## config.mk

```make
export PLATFORM = sky130hd
export DESIGN_NAME = mano_timing_control
export DESIGN_NICKNAME = d
export VERILOG_FILES = /design/src/rtl/mano_pkg.sv /design/src/rtl/mano_onehot_decoder.sv /design/src/rtl/mano_timing_control.sv
export SDC_FILE = /design/constraint.sdc
export NUM_CORES = 1
export LEC_CHECK = 0
export CAP_MARGIN = 15
export CELL_PAD_IN_SITES_DETAIL_PLACEMENT = 1
export CELL_PAD_IN_SITES_GLOBAL_PLACEMENT = 2
export CORE_MARGIN = 3
export CORE_UTILIZATION = 37
export CTS_CLUSTER_DIAMETER = 60
export DETAILED_ROUTE_END_ITERATION = 16
export DONT_BUFFER_PORTS = 1
export GPL_ROUTABILITY_DRIVEN = 0
export PLACE_DENSITY = 0.8
export SKIP_LAST_GASP = 1
export SYNTH_ARGS = -nofsm -noshare
export SYNTH_HDL_FRONTEND = slang
export SYNTH_SLANG_ARGS = --single-unit
```

## constraint.sdc

```tcl
create_clock -name clk -period 4.69 [get_ports clk]
set_clock_uncertainty 0.1 [all_clocks]
set_input_delay 0.7035 -clock clk [delete_from_list [all_inputs] [get_ports clk]]
set_output_delay 0.7035 -clock clk [all_outputs]
set_load 0.02 [all_outputs]
```

## src/rtl/mano_pkg.sv

```systemverilog
// Shared constants for the Mano basic-computer timing and control slice.
package mano_pkg;

    localparam int unsigned SC_WIDTH_DEFAULT = 3;
    localparam int unsigned IR_WIDTH_DEFAULT = 16;
    localparam int unsigned T_COUNT          = 2 ** SC_WIDTH_DEFAULT;
    localparam int unsigned OP_WIDTH         = 3;

    localparam logic [OP_WIDTH-1:0] OP_AND = 3'd0;
    localparam logic [OP_WIDTH-1:0] OP_ADD = 3'd1;
    localparam logic [OP_WIDTH-1:0] OP_LDA = 3'd2;
    localparam logic [OP_WIDTH-1:0] OP_STA = 3'd3;
    localparam logic [OP_WIDTH-1:0] OP_BUN = 3'd4;
    localparam logic [OP_WIDTH-1:0] OP_BSA = 3'd5;
    localparam logic [OP_WIDTH-1:0] OP_ISZ = 3'd6;
    localparam logic [OP_WIDTH-1:0] OP_IO  = 3'd7;

    // Field positions are relative to the instruction word width.
    function automatic int unsigned ir_i_bit(input int unsigned ir_width);
        return ir_width - 1;
    endfunction

    function automatic int unsigned ir_op_msb(input int unsigned ir_width);
        return ir_width - 2;
    endfunction

    function automatic int unsigned ir_op_lsb(input int unsigned ir_width);
        return ir_width - 4;
    endfunction

endpackage

```

## src/rtl/mano_onehot_decoder.sv

```systemverilog
// Binary-to-one-hot decoder, N select bits to 2**N outputs.
module mano_onehot_decoder #(
    parameter int unsigned N = 3
) (
    input  logic [N-1:0]      sel,
    output logic [2**N-1:0]   onehot
);

    always_comb begin
        onehot      = '0;
        onehot[sel] = 1'b1;
    end

endmodule

```

## src/rtl/mano_timing_control.sv

```systemverilog
// Sequence counter, IR, I and S flip-flops with timing/opcode decode for the
// Mano basic computer control unit.
module mano_timing_control
    import mano_pkg::*;
#(
    parameter int unsigned SC_WIDTH = SC_WIDTH_DEFAULT,
    parameter int unsigned IR_WIDTH = IR_WIDTH_DEFAULT
) (
    input  logic                   clk,
    input  logic                   rst,
    input  logic                   start,
    input  logic                   halt,
    input  logic                   sc_clr,
    input  logic [IR_WIDTH-1:0]    ir_in,
    output logic [2**SC_WIDTH-1:0] t,
    output logic [7:0]             d,
    output logic                   i_bit,
    output logic [IR_WIDTH-1:0]    ir_q,
    output logic [SC_WIDTH-1:0]    sc_q,
    output logic                   running,
    output logic                   err_wrap
);

    localparam int unsigned IBit  = ir_i_bit(IR_WIDTH);
    localparam int unsigned OpMsb = ir_op_msb(IR_WIDTH);
    localparam int unsigned OpLsb = ir_op_lsb(IR_WIDTH);

    logic [2**SC_WIDTH-1:0] t_raw;
    logic [OP_WIDTH-1:0]    opcode;

    assign opcode = ir_q[OpMsb:OpLsb];

    always_ff @(posedge clk or posedge rst) begin
        if (rst) begin
            sc_q     <= '0;
            running  <= 1'b0;
            ir_q     <= '0;
            i_bit    <= 1'b0;
            err_wrap <= 1'b0;
        end else if (halt) begin
            // Halt restarts at T0 but preserves IR, I and the wrap flag.
            running <= 1'b0;
            sc_q    <= '0;
        end else begin
            if (start) begin
                running <= 1'b1;
            end
            if (running) begin
                if (sc_clr) begin
                    sc_q <= '0;
                end else begin
                    sc_q <= sc_q + 1'b1;
                    if (&sc_q) begin
                        err_wrap <= 1'b1;
                    end
                end
            end
            if (t[1]) begin
                ir_q <= ir_in;
            end
            if (t[2]) begin
                i_bit <= ir_q[IBit];
            end
        end
    end

    mano_onehot_decoder #(
        .N (SC_WIDTH)
    ) u_sc_decoder (
        .sel    (sc_q),
        .onehot (t_raw)
    );

    mano_onehot_decoder #(
        .N (OP_WIDTH)
    ) u_op_decoder (
        .sel    (opcode),
        .onehot (d)
    );

    assign t = running ? t_raw : '0;

endmodule

```

# Word level (Yosys, flattened, before mapping)
# Index checks and enable logic that the tools add are counted.
# totals
register_bits	22
inputBits	21
# op_classes
n_addsub	1
order_cmp	4
muxes	10
bitwise	2
reduce_logical	7
# op_table
operator	count
3-bit two-way mux	3
3-bit by 4-bit < comparator with 1-bit output (second input constant)	2
8-bit two-way mux	1
1-bit demux with 3-bit select	2
3-bit by 1-bit >= comparator with 1-bit output (second input constant)	2
6-bit AND reduction	1
1-bit two-way mux	4
2-bit AND reduction	2
2-bit nonzero test	2
3-bit by 1-bit adder with 3-bit output (second input constant)	1
1-bit logical AND	2
1-bit inverter	2

# Longest topological paths before layout
# Gate-level depths: netlist (run 1).
# depth
ltp_word	6
ltp_mapped	4
ltp_nobuf	3

# Modules after synthesis
# From an unflattened synthesis (run 1), not the netlist that was laid out.
# hier_totals
cells_unflattened	83
hier_area_um2	1111.1
# modules_own_cells
mod	instances	cells_each	area_each_um2
mano_timing_control	1	67	980.9
mano_onehot_decoder	2	8	65.1

# Least setup slack after synthesis (run 1)
# OpenSTA, ideal clock, no wires.
# synth_path
path_type	flip-flop to output port
from	register running
to	output port t[0]
arrival_time_ns	1.300
t_required_ns	3.887
slack_ns	2.587
stages_incl_launch_ff	3
n_path_buf	0
path_cell_list	dfrtp_1 -> or2b_1 -> nor3_1
# synth_between
elab_chain_len	1
# synth_lines
element	line	source
start, declared	mano_timing_control.sv:20	output logic running,
start signal, assigned	mano_timing_control.sv:36	running <= 1'b0;
start signal, assigned	mano_timing_control.sv:42	running <= 1'b0;
start signal, assigned	mano_timing_control.sv:46	running <= 1'b1;
8-bit two-way mux	mano_timing_control.sv:81	assign t = running ? t_raw : '0;
end, declared	mano_timing_control.sv:15	output logic [2**SC_WIDTH-1:0] t,
# No other way between the ends.

# Worst setup path in the final report (run 1)
# Ends and elaborated chain as after synthesis.

==> results of run 1 <==
## state kept, by name, summed over array words and instances, names as in the netlist
signal / flops
err_wrap: 1
i_bit: 1
ir_q: 16
running: 1
sc_q: 3
## layout make-up
cell class              count  share of cell area
flip-flops and latches     22               0.519
multi-input cells          55               0.400
well taps                  30              0.0354
clock buffers               4              0.0342
inverters                   3              0.0106
## critical path: stages (launching register included)
cell and delay (ps):
dfrtp_1 590, or2b_1 330, nor3_1 520
## Yosys cell counts, types with 2 or more instances
| cell type | count |
|---|---|
| dfrtp_1 | 22 |
| inv_1 | 3 |
| mux2_2 | 17 |
| nand2_1 | 4 |
| a21oi_1 | 2 |
| nor3b_1 | 5 |
| buf_6 | 2 |
| nor3_1 | 4 |
| nor2_1 | 11 |
| clkbuf_1 | 3 |
| nand2b_1 | 2 |
## stage by stage
stage	utilization	power, W	std cells
2_1_floorplan	-	0.000398	85
3_3_place_gp	0.402	0.000409	110
3_5_place_dp	0.402	0.000414	110
4_1_cts	0.416	0.000517	114
5_1_grt	0.416	0.000537	114
6_report	0.416	0.000506	114
## path summary, 6_finish.rpt
check / end / slack (ps) / start
worst max register to register: ir_q[3] / 2530 / sc_q[2]
worst max-delay path: t[0] / 2150 / running
min in group clk: running / 350 / halt
worst min-delay path: ir_q[9] / 340 / rst
worst min register to register: err_wrap / 540 / err_wrap
max in group asynchronous: i_bit / 3650 / rst
## cell usage in the layout (no fill, tap or decap)
master,n
nor2_1,11
or2b_1,1
a31o_2,1
nand3b_1,1
clkbuf_4,3
clkbuf_8,1
and3_1,1
nor4_4,1
nand2b_1,2
mux2_2,17
dfrtp_1,22
inv_1,3
nand2_2,1
and3b_1,1
nor3_1,4
o211a_1,1
ha_1,1
a21oi_1,2
nor3b_1,5
nand2_1,4
o211ai_1,1
## routing by layer
layer  wire, um  global-route usage  vias to the layer above
li1           -                   -                      287
met1        727               0.119                      302
met2        904               0.179                       35
met3        246              0.0504                        2
met4         18              0.0497                        0
met5          0                   0                        -
## logic make-up after synthesis
logic type	after synthesis	share of synthesized area
fa+ha+maj	1	0.0123
simple gates	32	0.180
compound gates	5	0.0356
mux	17	0.188
buf+inv	8	0.0442
flops	22	0.540
## report_power, final
part / switching, W / total (W) / internal [W]
Clock: 0.0000520 / 0.0000992 / 0.0000473
Sequential: 0.0000943 / 0.000324 / 0.000230
Combinational: 0.0000430 / 0.0000822 / 0.0000392
==> summary.md, run 1 <==
| Metric | Value |
|---|---|
| Vias | `roughly 630` |
| Pin slew with the least headroom to its limit | `between 900 and 1000 ps` |
| Relative slew slack | `0.355` |
| Share of the synthesized area in the top cell type | `0.540` |
| Crit end category | `primary output` |
| Clock latency at the later pin of the worst-skew pair | `roughly 300 ps` |
| Layout net count | `roughly 110` |
| Synth Instances | `85` |
| Hold Path Class | `in2async` |
| Post-CTS Setup Inserts | `0` |
| Routed wire length per instance | `around 17 um` |
| Max-slew violations | `0` |
| Final setup fails | `0` |
| Max_cap viols | `0` |
| Crit path launch type | `flip-flop` |
| Synthesized cell area | `between 1000 and 1500 um^2` |
| Largest net degree at the start of global routing | `23` |
| Fillcell total | `approximately 280` |
| Vias in the first global route | `roughly 630` |
| R2R cell count | `2` |
| Io pins | `approximately 60` |
| Leak Pwr | `about 0.47 nW` |
| Critical path class | `reg2out` |
| Total negative slack | `0 ps` |
| Synth Register Bits | `22` |
| Routed wire length | `~1.9 mm` |
| Count of final hold-check violations | `0` |
| Post-synth top flop | `dfrtp_1` |
| Maximum clock path buffer count | `2` |
| Core Rows | `18` |
| Ranking of synthesized cells by area | `dfrtp_1 54%, mux2_2 19%, nor2_1 4.0%, nor3b_1 3.7%, buf_6 2.2%` |
| Die area | `3420 um^2` |
| Cell variety after synth | `21` |
| H-tree lvl count | `1` |
| CTS tree | `built` |
| Syn Nets | `107` |
| Reg area | `between 500 and 600 um^2` |
| Period utilisation layout | `0.542` |
| Area Growth Syn to Fin | `3.93%` |
| Post-CTS Resized | `0` |
| RSZ-0062 raised after global routing | `no` |
| Post-Layout Inst Area | `about 1100 um^2` |
| Post-place setup slack | `~2500 ps` |
| Share of layout cells above drive strength 1 | `0.286` |
| Area of the multi-input gates | `424 um^2` |
| Worst EP arrival | `between 1500 and 2000 ps` |
| Core Area | `about 2500 um^2` |
| Starting DRT DRC Count | `25` |
| Number of synthesized flops with an enable pin | `0` |
| Hold_buf cts | `0` |
| DR DRC count | `0` |
| Vias per cell | `5.49` |
| Area leader, netlist | `dfrtp_1` |
| Placed Instance Area | `1020 um^2` |
| Required time worst endpoint | `~4000 ps` |
| Post-synthesis sequential area ratio | `0.540` |
| Port Buffers | `0` |
| Asr flop ratio synth | `1.00` |
| Status | `completed` |
| Period minus WS final | `approximately 2500 ps` |
| All-layer global routing usage | `0.109` |
| Maximum fanout along the worst path | `8` |
| WHS | `338 ps` |
| Die Span X | `between 50 and 60 um` |
| CTS Buf Count | `3` |
| Inserted Diodes | `0` |
| Cell area power density | `around 480 nW/um^2` |
| Setup WS post-layout | `approximately 2100 ps` |
| Starting Density | `0.401` |
| Die Y | `a little under 60 um` |
| Worst-path clk slew | `about 120 ps` |
| Global route overflow | `0` |
| Final antenna-violating net count | `0` |
| Peak supply drop | `between 0.2 and 0.3 mV` |
| CTS root buf | `clkbuf_4` |
| Sink Count | `22` |
| Syn. warnings | `0` |
| FMAX | `just under 0.4 GHz` |
| First-pass GRT wire length | `~2.8 mm` |
| Syn_area_per_cell | `12.0 um^2` |
| Pre-antenna DRT Iters | `2` |
| Initial antenna violation count | `0` |
Note: power is estimated with default switching activity, not from simulation.
==> run 2: changes to the inputs <==
--- a/config.mk
+++ b/config.mk
@@ -9,12 +9,12 @@
 export CELL_PAD_IN_SITES_DETAIL_PLACEMENT = 1
 export CELL_PAD_IN_SITES_GLOBAL_PLACEMENT = 2
 export CORE_MARGIN = 3
-export CORE_UTILIZATION = 37
+export CORE_UTILIZATION = 35
 export CTS_CLUSTER_DIAMETER = 60
 export DETAILED_ROUTE_END_ITERATION = 16
 export DONT_BUFFER_PORTS = 1
 export GPL_ROUTABILITY_DRIVEN = 0
-export PLACE_DENSITY = 0.8
+export PLACE_DENSITY = 0.76
 export SKIP_LAST_GASP = 1
 export SYNTH_ARGS = -nofsm -noshare
 export SYNTH_HDL_FRONTEND = slang
==> constraint.sdc (replaced) <==
create_clock -name clk -period 2.6 [get_ports clk]
set_clock_uncertainty 0.1 [all_clocks]
set_input_delay 0.39 -clock clk [delete_from_list [all_inputs] [get_ports clk]]
set_output_delay 0.39 -clock clk [all_outputs]
set_load 0.02 [all_outputs]
==> summary.md, run 2 (synthesis gave the netlist of run 1 again) <==
| Metric | Value |
|---|---|
| Post-CTS Resized | `0 (unchanged)` |
| RSZ-0062 raised after global routing | `no` |
| Max_cap viols | `0 (unchanged)` |
| RR Startpoint | `sc_q[2]` |
| Final core utilization | `0.415 (-0.00167)` |
| Die area | `3600 um^2 (+5.1%)` |
| Largest net degree at the start of global routing | `23 (unchanged)` |
| Critical path class | `reg2out` |
| Most common cell after layout, fill and taps aside | `dfrtp_1` |
| Area of the multi-input gates | `424 um^2 (unchanged)` |
| First-pass GRT wire length | `3.13 mm (+11%)` |
| Required time worst endpoint | `2110 ps (-1780 ps)` |
| Fillcell total | `283 (+0.35%)` |
| Slowest CP cell | `dfrtp_1` |
| Peak supply drop | `0.697 mV (+140%)` |
| DR DRC count | `0 (unchanged)` |
| Status | `completed` |
| Worst EP arrival | `1740 ps (about the same)` |
| DP HPWL | `1.65 mm` |
| Clock latency at the later pin of the worst-skew pair | `300 ps (about the same)` |
| Pin slew with the least headroom to its limit | `790 ps (-171 ps)` |
| Max reg flops | `16 (unchanged)` |
| Pre-antenna DRT Iters | `3 (+1)` |
| Post-CTS Setup Inserts | `0 (unchanged)` |
| Die Span X | `60.0 um (+2.5%)` |
| Reg area | `551 um^2 (unchanged)` |
| Reg-to-Reg End | `ir_q[3]` |
| CP Cell Sequence | `or2b_1, nor3_1` |
| Share of layout cells above drive strength 1 | `0.294 (+0.00840)` |
| Maximum clock path buffer count | `2 (unchanged)` |
| Inserted Diodes | `0 (unchanged)` |
| Port Buffers | `0 (unchanged)` |
| Top Registers | `ir_q: 16 flops, sc_q: 3 flops` |
| Cell area power density | `920 nW/um^2 (+93%)` |
| Total negative slack | `0 ps (unchanged)` |
| Hold_buf cts | `0 (unchanged)` |
| FMAX | `0.448 GHz` |
| Global route overflow | `0 (unchanged)` |
| WHS | `1.21 ps (-337 ps)` |
| Count of final hold-check violations | `0 (unchanged)` |
| Worst Setup SP | `running` |
| Max-slew violations | `0 (unchanged)` |
| Initial antenna violation count | `0 (unchanged)` |
| Routed wire length per instance | `19.0 um (+14%)` |
| Vias per cell | `5.60 (+2.0%)` |
| CTS tree | `built` |
| Starting DRT DRC Count | `33 (+32%)` |
| Top reg by flops | `ir_q` |
| CP delay by family, top | `simple AND/OR/NAND/NOR gates` |
| H-tree lvl count | `1 (unchanged)` |
| CTS root buf | `clkbuf_4` |
| Routed wire length | `2.18 mm (+15%)` |
| Vias in the first global route | `638 (+0.95%)` |
| All-layer global routing usage | `0.118 (+0.00956)` |
| Worst-path clk slew | `130 ps (about the same)` |
| Area Growth Syn to Fin | `6.26%` |
| Starting Density | `0.390 (-0.0104)` |
| Vias | `644 (+2.9%)` |
| Relative slew slack | `0.473 (+0.118)` |
| Die Y | `60.0 um (+2.5%)` |
| Period utilisation layout | `0.858` |
| WP buf/inv | `0 (unchanged)` |
| CTS Buf Count | `3 (unchanged)` |
| Final antenna-violating net count | `0 (unchanged)` |
| Reg2reg setup slack | `820 ps (-1710 ps)` |
| Io pins | `59 (unchanged)` |
| Period minus WS final | `~2200 ps` |
| Final setup fails | `0 (unchanged)` |
| Crit end category | `primary output` |
| Leak Pwr | `0.482 nW (+2.6%)` |
| Commonest non-fill, non-tap cells in the layout | `22 x dfrtp_1, 17 x mux2_2, 11 x nor2_1` |
| Core Area | `2610 um^2 (+2.7%)` |
| Sink Count | `22 (unchanged)` |
| Hold Path Class | `in2async` |
| Crit path launch type | `flip-flop` |
| Core Rows | `18 (unchanged)` |
| R2R cell count | `3 (+1)` |
| Slowest cell delay on critical path | `600 ps (about the same)` |
| Maximum fanout along the worst path | `8 (unchanged)` |
| Layout net count | `108 (+0.93%)` |
run 2: final cells by class:
class / instances / share of cell area
repair buffers: 1 / 0.00693
clock buffers: 3 / 0.0208
flip-flops and latches: 22 / 0.508
multi-input cells: 55 / 0.391
inverters: 3 / 0.0104
well taps: 30 / 0.0346
clock inverters: 1 / 0.0277
run 2: routing by layer:
metal,track usage,share of wire,wire length (um),up-vias
li1,-,-,-,290
met1,0.137,0.38,837,316
met2,0.199,0.51,1120,36
met3,0.0583,0.098,214,2
met4,0.0190,0.0060,13,0
met5,0,0,0,-
run 2: worst max path at each step:
stage | to | slack (ps) | cells after the start
after global routing | t[0] | 250 | 2
final | t[0] | 370 | 2
after detailed placement | t[0] | 690 | 2
after CTS | t[0] | 340 | 2
after floorplan | ir_q[0] | 800 | 4
after global placement | t[0] | 730 | 2
run 2: power breakdown:
| group | total (W) | switching, W | internal, W | leakage, nW |
|---|---|---|---|---|
| combinational | 0.000152 | 0.0000804 | 0.0000711 | 0.177 |
| clock | 0.000256 | 0.000100 | 0.000156 | 0.0279 |
| sequential | 0.000589 | 0.000175 | 0.000415 | 0.277 |
run 2: per-stage QoR:
step | total power [W] | setup WS [ps] | area [um^2] | instances
after global routing | 0.00105 | 255 | 1080 | 115
after global placement | 0.000739 | 731 | 1030 | 111
final | 0.000997 | 368 | 1080 | 115
after floorplan | 0.000717 | 800 | 1020 | 85
after detailed placement | 0.000753 | 687 | 1030 | 111
after CTS | 0.00101 | 336 | 1080 | 115
